**config.mk**
```make
export PLATFORM = sky130hd
export DESIGN_NAME = axis_packet_arbiter
export DESIGN_NICKNAME = d
export VERILOG_FILES = /design/src/rtl/axis_packet_arbiter.sv
export SDC_FILE = /design/constraint.sdc
export NUM_CORES = 1
export LEC_CHECK = 0
export CAP_MARGIN = 0
export CORE_ASPECT_RATIO = 1.75
export CORE_UTILIZATION = 27
export DETAILED_ROUTE_END_ITERATION = 16
export PLACE_DENSITY = 0.91
export SLEW_MARGIN = 20
export SYNTH_ARGS = -nofsm -noshare
export SYNTH_HDL_FRONTEND = slang
export SYNTH_SLANG_ARGS = --single-unit
```
**constraint.sdc**
```tcl
create_clock -name clk -period 3.3 [get_ports clk]
set_input_delay 0.99 -clock clk [delete_from_list [all_inputs] [get_ports clk]]
set_output_delay 0.99 -clock clk [all_outputs]
set_load 0.01 [all_outputs]
```
**src/rtl/axis_packet_arbiter.sv**
```systemverilog
// Two-port AXI-Stream arbiter: packet-granular round-robin with a one-cycle
// IDLE bubble between packets. The datapath is a combinational mux from the granted port.
module axis_packet_arbiter #(
    parameter int DATA_WIDTH      = 32,
    parameter int DATA_BYTE_WIDTH = DATA_WIDTH / 8
) (
    input  logic                       clk,
    input  logic                       rst,

    input  logic                       valid_in_0,
    input  logic [DATA_WIDTH-1:0]      data_in_0,
    input  logic [DATA_BYTE_WIDTH-1:0] keep_in_0,
    input  logic                       last_in_0,
    output logic                       ready_out_0,

    input  logic                       valid_in_1,
    input  logic [DATA_WIDTH-1:0]      data_in_1,
    input  logic [DATA_BYTE_WIDTH-1:0] keep_in_1,
    input  logic                       last_in_1,
    output logic                       ready_out_1,

    output logic                       valid_out,
    output logic [DATA_WIDTH-1:0]      data_out,
    output logic [DATA_BYTE_WIDTH-1:0] keep_out,
    output logic                       last_out,
    input  logic                       ready_in,

    output logic                       grant_id_out,
    output logic                       busy_out
);

    // state | meaning
    // IDLE  | no grant held; arbitrate among valid ports, no beat transfers
    // BUSY  | port g owns the channel until its last beat transfers
    typedef enum logic {
        IDLE = 1'b0,
        BUSY = 1'b1
    } state_t;

    state_t state;
    logic   g;
    logic   rr_ptr;

    logic [1:0]                 valid_vec;
    logic                       sel_valid;
    logic [DATA_WIDTH-1:0]      sel_data;
    logic [DATA_BYTE_WIDTH-1:0] sel_keep;
    logic                       sel_last;
    logic                       in_busy;
    logic                       end_pkt;

    assign valid_vec = {valid_in_1, valid_in_0};
    assign in_busy   = (state == BUSY);

    always_comb begin
        sel_valid = valid_in_0;
        sel_data  = data_in_0;
        sel_keep  = keep_in_0;
        sel_last  = last_in_0;
        if (g) begin
            sel_valid = valid_in_1;
            sel_data  = data_in_1;
            sel_keep  = keep_in_1;
            sel_last  = last_in_1;
        end
    end

    // Outputs are forced to zero while IDLE so no stale beat leaks downstream.
    assign valid_out   = in_busy & sel_valid;
    assign data_out    = in_busy ? sel_data : '0;
    assign keep_out    = in_busy ? sel_keep : '0;
    assign last_out    = in_busy & sel_last;
    assign ready_out_0 = in_busy & ~g & ready_in;
    assign ready_out_1 = in_busy &  g & ready_in;

    assign end_pkt = valid_out & ready_in & last_out;

    always_ff @(posedge clk) begin
        if (rst) begin
            state        <= IDLE;
            g            <= 1'b0;
            rr_ptr       <= 1'b0;
            busy_out     <= 1'b0;
            grant_id_out <= 1'b0;
        end else begin
            case (state)
                IDLE: begin
                    if (valid_vec[rr_ptr]) begin
                        state        <= BUSY;
                        g            <= rr_ptr;
                        busy_out     <= 1'b1;
                        grant_id_out <= rr_ptr;
                    end else if (valid_vec[~rr_ptr]) begin
                        state        <= BUSY;
                        g            <= ~rr_ptr;
                        busy_out     <= 1'b1;
                        grant_id_out <= ~rr_ptr;
                    end
                end
                BUSY: begin
                    if (end_pkt) begin
                        state        <= IDLE;
                        rr_ptr       <= ~g;
                        busy_out     <= 1'b0;
                        grant_id_out <= 1'b0;
                    end
                end
                default: begin
                    state <= IDLE;
                end
            endcase
        end
    end

endmodule

```
* Word level (Yosys, flattened, before mapping)
Index checks and enable logic that the tools add are counted.
Word-level totals: flip-flop bits (word level) 5, latch bits 0, RAM bits 0, ROM bits 0, input bits 79, output and inout bits 42, logic and storage cells 45, memories 0
Operators by class: add/sub/neg operators 0, $mul 0, divide/modulo/power cells 0, magnitude comparators 2, eq/ne operators 2, shift operators 0, multiplexer cells 21, bitwise operators 11, reduce and logical (&&, ||, !) cells 4
Operators with widths (number):
- $mux 32 | 2
- $mux 1 | 14
- $and 1x1->1 | 8
- $mux 4 | 2
- $pmux 1 s2 | 3
- $reduce_and 2->1 | 3
- $lt 1x2->1 const B | 2
- $ne 3x3->1 const B | 1
- $not 1->1 | 3
- $ne 2x1->1 const B | 1
- $reduce_bool 2->1 | 1

* Logic depth before layout (Yosys ltp)
Gate-level depths: netlist of the first run.
depth in word-level cells 6, gate-level depth with buffers 5

* Worst setup path after synthesis of the first run
Ideal clock, no wire load.
kind input port to output port, start point input port last_in_1, end point output port last_out, arrival 1362 ps, data required time 2310 ps, path slack 948 ps, stages on the path 2, path buffers 0, path through mux2i_1 nor2b_1
On the way: cells in the longest elaborated chain, start to end 2
Ends and longest elaborated chain:
- start, declared | line 19 | input logic last_in_1,
- $mux 1 | line 60 | if (g) begin
- $and 1x1->1 | line 72 | assign last_out = in_busy & sel_last;
- end, declared | line 25 | output logic last_out,
No other way between the ends.

* Worst setup path in the final report of the first run
start point input port valid_in_1, end point output port valid_out
On the way: cells in the longest elaborated chain, start to end 2
Ends and longest elaborated chain:
- start, declared | line 16 | input logic valid_in_1,
- $mux 1 | line 60
- $and 1x1->1 | line 69 | assign valid_out = in_busy & sel_valid;
- end, declared | line 22 | output logic valid_out,
No other way between the ends.

==> metrics.txt, run 1 <==
status finished, final reports clean; HP Class reg2reg; WP data arrival 2.23 ns; worst r2r dst rr_ptr; CTS H-Tree Depth 1; diodes inserted 0; Yosys reg bits 5; largest net degree at the start of global routing 32; Area Overhead vs Synth 147%; minimum clock period 3.22 ns; Total Routing Usage GR between 10% and 20%; DP Area about 0.0022 mm^2; fin crit share about 100%; reg2reg path depth 5; Max Used Layer met4; Avg Cell Area, Syn 8.08 um^2; Critical Path Sink Type output pin; gate count of the mapped netlist 111; DRC violation count after routing 0; vias in the first global route between 1,000 and 1,500; Synth async-reset ratio 0%; WL met1 1.09 mm; worst endpoint required time between 2 and 2.5 ns; VDD IR max roughly 0.25 mV; register area share after synthesis roughly 11%; gr ovfl total 0; Synth area leaders mux2i_1 (42%), nor2b_1 (27%), dfxtp_1 (11%), nor4b_4 (2.6%), buf_4 (2.5%); Post-CTS Hold Buffers 0; share of cells above drive strength 1 under 10%; Clock Path Buffers 2; CP Max Fanout 2; PnR worst setup slack a little under 0.08 ns; die area around 0.0036 mm^2; number of enable flip-flop cells after synthesis 0; hold path cells 2; leakage power roughly 0.79 nW; final max-slew violation count 0; total power roughly 470 uW; # IOs 121; routed wl met2 around 1.9 mm; Ys Warns 0; post-detail-place hpwl approximately 2.7 mm; Root Buffer clkbuf_8; post-route core utilization a little over two thirds; initial antenna violation count 0; First-pass DRT Iterations 4; worst-case clock skew 0.00294 ns; Final Hold Viols 0; setup violators final 0; setup slack at placement 0.0551 ns; Relative slew margins a little under three quarters; met3 wire len between 300 and 400 um; clock slew at reported path FFs ~0.04 ns; core area roughly 0.0031 mm^2; CTS tree yes; Max-cap violations 0; Vias/cell ~4.5; area leader, netlist mux2i_1; first-pass GRT wire length around 5 mm; total CTS buffers 3; fill cell total of the finished layout 260; average wire per standard cell roughly 12 um; Die Width 45.6 um; RR Startpoint in_busy; Setup CP Type in2out; Worst Tran Pin Value 0.429 ns; nets approximately 310; CP Launch Type primary input; CTS sink count 5; Die H between 70 and 80 um; synthesized net count between 150 and 200; final wirelength between 3 and 4 mm; most common cell in the netlist nor2b_1; Hold Path End grant_id_out; Initial Util roughly 29%; PortBufs 120; Clk Latency, worst-skew pair between 0.2 and 0.25 ns; hold path start grant_id_out; Synth cell types 18; final setup TNS 0 ns; Core Rows 27; maximum clock frequency slightly above 0.3 GHz; Synth top area share 42.4%; Vias 1,238; post-route cell area around 0.0022 mm^2; Post-synth top cells nor2b_1 (39), mux2i_1 (38), nor2_1 (6); Post-DRT Antenna Nets 0; GP Congestion between 0.7 and 0.8; pwr/cell area between 200 and 250 mW/mm^2; RSZ-0062 raised after global routing no; prevailing post-synth register cell dfxtp_1; Netlist Area Pre-Place between 800 and 900 um^2; internal reg-to-reg setup slack between 1 and 1.5 ns; initial DRC count 16
cells by family (layout without fill, tap and decap cells):
group	after synthesis	count (layout)	synth area share, %
DFF	5	5	11.2
muxes	39	39	43.7
AOI/OAI and AO/OA	3	3	2.79
and+or+nand+nor	52	52	35.8
buffers and inverters	12	133	6.55
final cells by class:
class | instances | area (um^2) | area share (%)
timing repair buffer | 127 | 1270 | 57.1
inverter | 2 | 7.51 | 0.339
tap | 43 | 53.8 | 2.43
sequential | 5 | 101 | 4.57
clock buffer | 4 | 45.0 | 2.03
multi-input combinational | 94 | 742 | 33.5
cell usage in the layout, fill, tap and decap left out:
cell,n
buf_4,6
o31ai_1,1
buf_12,1
nor2_1,6
mux2_1,1
clkbuf_8,3
mux2i_2,1
mux2i_1,37
inv_1,2
clkdlybuf4s50_1,120
nor4b_4,1
nand3_1,1
clkbuf_1,1
o41ai_1,1
nand2_1,1
dfxtp_2,1
o32ai_1,1
nor2b_1,39
nand2b_1,2
nor3_1,2
dfxtp_1,4
critical path: stages:
cell and delay, ns:
clkdlybuf4s50_1 0.47, mux2i_1 0.09, nor2b_1 0.13, clkdlybuf4s50_1 0.55
stage by stage:
step,hold WS (ns),instances
floorplan,0.484,111
CTS,0.485,275
global placement,0.459,271
detailed placement,0.479,271
finish,0.477,275
global route,0.515,275
power by group:
part	leakage, nW	switching (mW)	internal [mW]
Sequential	0.0417	0.00454	0.0649
Combinational	0.722	0.0907	0.189
Clock	0.0228	0.0330	0.0832
Total	0.786	0.128	0.337
state kept, by name, summed over array words and instances (netlist names):
signal	flops
busy_out	1
g	1
grant_id_out	1
in_busy	1
rr_ptr	1
worst max path at each step:
stage,from,end,slack [ns],depth (start not counted)
after floorplan,last_in_1,last_out,0.95,2
after global placement,last_in_1,last_out,0.06,4
after detailed placement,data_in_0[21],data_out[21],0.06,4
after CTS,data_in_0[21],data_out[21],0.06,4
after global routing,data_in_0[21],data_out[21],0.02,4
final,valid_in_1,valid_out,0.08,4
layer usage:
| metal | track usage [%] | vias to the layer above |
|---|---|---|
| li1 | - | 617 |
| met1 | 16.9 | 545 |
| met2 | 37.3 | 74 |
| met3 | 5.06 | 2 |
| met4 | 5.45 | 0 |
| met5 | 0 | - |
repair_timing:
action / in CTS / in global routing
buffers inserted: 0 / 0
setup endpoints to repair: 0 / 1
resized for setup: 0 / 1
(Power assumes the default switching activity.)
==> run 2: changes to the inputs <==
Settings changed: CORE_ASPECT_RATIO 1.75 to 1.1, CORE_MARGIN set to 10, CTS_BUF_LIST set to sky130_fd_sc_hd__clkbuf_2.
==> run 2 against run 1 <==
Net effect:
- clock skew up 0.0058 ns
- register-to-register slack improved by 0.10 ns
- first-iteration DRC count grew to 2.8 times the previous value
- via count down 0.57%
- utilization is 0.70 points lower
- critical endpoint unchanged
- largest power group unchanged
- clock power is 51% lower
- largest cell class unchanged
- global-route usage is 4.3 points lower
- critical path depth unchanged
- non-clock buffer count increased by 1
- design area down 1.5%
==> metrics.txt, run 2 (synthesis gave the netlist of run 1 again) <==
total power 407 uW (was 466 uW); vias in the first global route 1,192 (was 1,200); setup violators final 0 (unchanged); Critical Path Max Stage Delay 0.54 ns (was 0.55 ns); maximum clock frequency 0.309 GHz (was 0.310 GHz); Post-DRT Antenna Nets 0 (unchanged); # IOs 121 (unchanged); core area 0.00313 mm^2 (was 0.00314 mm^2); worst endpoint required time 2.31 ns (about the same); Core Rows 21 (was 27); DRC violation count after routing 0 (unchanged); clock slew at reported path FFs 0.06 ns (was 0.04 ns); CP Max Fanout 2 (unchanged); post-route cell area 0.00218 mm^2 (was 0.00222 mm^2); most used cell, CP clkdlybuf4s50_1 (unchanged); Crit-path slowest cell clkdlybuf4s50_1 (unchanged); First-pass DRT Iterations 4 (unchanged); pwr/cell area 186 mW/mm^2 (was 210 mW/mm^2); CTS sink count 5 (unchanged); met1 usage 15.9% (was 16.9%); Die H 80.5 um (was 78.3 um); GP Congestion 0.798 (was 0.706); Worst Tran Pin Value 0.407 ns (was 0.429 ns); Max-cap violations 0 (unchanged); nets 313 (was 312); CTS-repair resized insts 0 (unchanged); Vias/cell 4.61 (was 4.50); post-route core utilization 69.8% (was 70.5%); final wirelength 4.78 mm (was 3.36 mm); fin crit share 97.9% (was 97.7%); Total Routing Usage GR 14.6% (was 18.9%); final max-slew violation count 0 (unchanged); CP Launch Type primary input (unchanged); WP data arrival 2.24 ns (was 2.23 ns); # Post-CTS Setup Buffers 0 (unchanged); HP Class reg2reg (unchanged); GRT Max-Usage Layer met2 (unchanged); Die Width 75.0 um (was 45.6 um); final setup TNS 0 ns (unchanged); gr ovfl total 0 (unchanged); Clk Latency, worst-skew pair 0.22 ns (was 0.23 ns); worst-case clock skew 0.00870 ns (was 0.00294 ns); Vias 1,231 (was 1,238); RSZ-0062 raised after global routing no (unchanged); crit path cell chain clkdlybuf4s50_1, mux2i_1, nor2b_1, clkdlybuf4s50_1 (unchanged); CTS tree yes (unchanged); leakage power 0.782 nW (was 0.786 nW); total CTS buffers 3 (unchanged); Setup CP Type in2out (unchanged); most frequent cells in the layout clkdlybuf4s50_1 (120), nor2b_1 (39), mux2i_1 (38), buf_4 (7), nor2_1 (6) (was clkdlybuf4s50_1 (120), nor2b_1 (39), mux2i_1 (37), nor2_1 (6), buf_4 (6)); Critical Path Sink Type output pin (unchanged); status finished, final reports clean (unchanged); Area Overhead vs Synth 143% (was 147%); Post-CTS Hold Buffers 0 (unchanged); post-detail-place hpwl 4.23 mm (was 2.74 mm); DP Area 0.00216 mm^2 (was 0.00217 mm^2); die area 0.00603 mm^2 (was 0.00357 mm^2); average wire per standard cell 17.9 um (was 12.2 um); Initial Util 28.7% (was 28.6%); M2 GR Usage 25.3% (was 37.3%); hold slack 0.470 ns (was 0.477 ns); first-pass GRT wire length 6.82 mm (was 5.11 mm); VDD IR max 0.133 mV (was 0.247 mV); Root Buffer clkbuf_2 (was clkbuf_8); met3 Usage GRT 6.40% (was 5.06%); largest net degree at the start of global routing 30 (was 32); PortBufs 120 (unchanged); commonest non-fill, non-tap cell in the layout clkdlybuf4s50_1 (unchanged); share of cells above drive strength 1 6.01% (was 5.60%); initial DRC count 45 (was 16); Final Hold Viols 0 (unchanged); diodes inserted 0 (unchanged); minimum clock period 3.23 ns (was 3.22 ns); CTS H-Tree Depth 1 (unchanged); Relative slew margins 72.9% (was 71.4%); fill cell total of the finished layout 266 (was 260); Clock Path Buffers 2 (unchanged); initial antenna violation count 0 (unchanged)
==> run 2: cell count changes in the layout (fill, tap and decap cells not counted) <==
cell | previous run | this run
clkbuf_8 | 3 | 0
clkbuf_2 | 0 | 4
clkbuf_1 | 1 | 0
mux2i_2 | 1 | 0
buf_4 | 6 | 7
mux2i_1 | 37 | 38
==> run 2: where the power goes <==
part	switching, mW	leakage, nW	total, mW	internal (mW)
Clock	0.0248	0.0166	0.0570	0.0321
Sequential	0.00551	0.0417	0.0701	0.0646
Combinational	0.0908	0.723	0.280	0.189
==> run 2: stage by stage <==
| step | setup WS, ns | cells |
|---|---|---|
| after floorplan | 0.948 | 111 |
| after global placement | 0.0934 | 263 |
| after detailed placement | 0.0567 | 263 |
| after CTS | 0.0567 | 267 |
| after global routing | 0.00735 | 267 |
| final | 0.0677 | 267 |
==> run 2: worst max-delay path, delay by kind of cell <==
kind,cells,cell delay [ns]
buffers and inverters,2,1.02
and+or+nand+nor,1,0.13
muxes,1,0.10
==> run 2: worst paths after layout <==
kind                            cells past startpoint      endpoint  slack (ns)    startpoint
worst max-delay path                                4     valid_out        0.07    valid_in_0
worst min-delay path                                2  grant_id_out        0.47  grant_id_out
worst max register to register                      4        rr_ptr        1.56             g
worst min register to register                      2  grant_id_out        0.47  grant_id_out
==> run 2: final cells by class <==
cell class                      instances  area [um^2]  share of cell area (%)
Inverter                                2         7.51                   0.344
Timing Repair Buffer                  128         1270                    58.3
Clock buffer                            4         20.0                   0.917
Sequential cell                         5          101                    4.64
Multi-Input combinational cell         94          738                    33.8
Tap cell                               34         42.5                    1.95
==> run 2: routing by layer <==
layer	routed length (um)	part of all wire, %	vias to the layer above
li1	-	-	624
met1	1740	36	532
met2	2360	49	71
met3	621	13	4
met4	58	1.2	0
met5	0	0	-
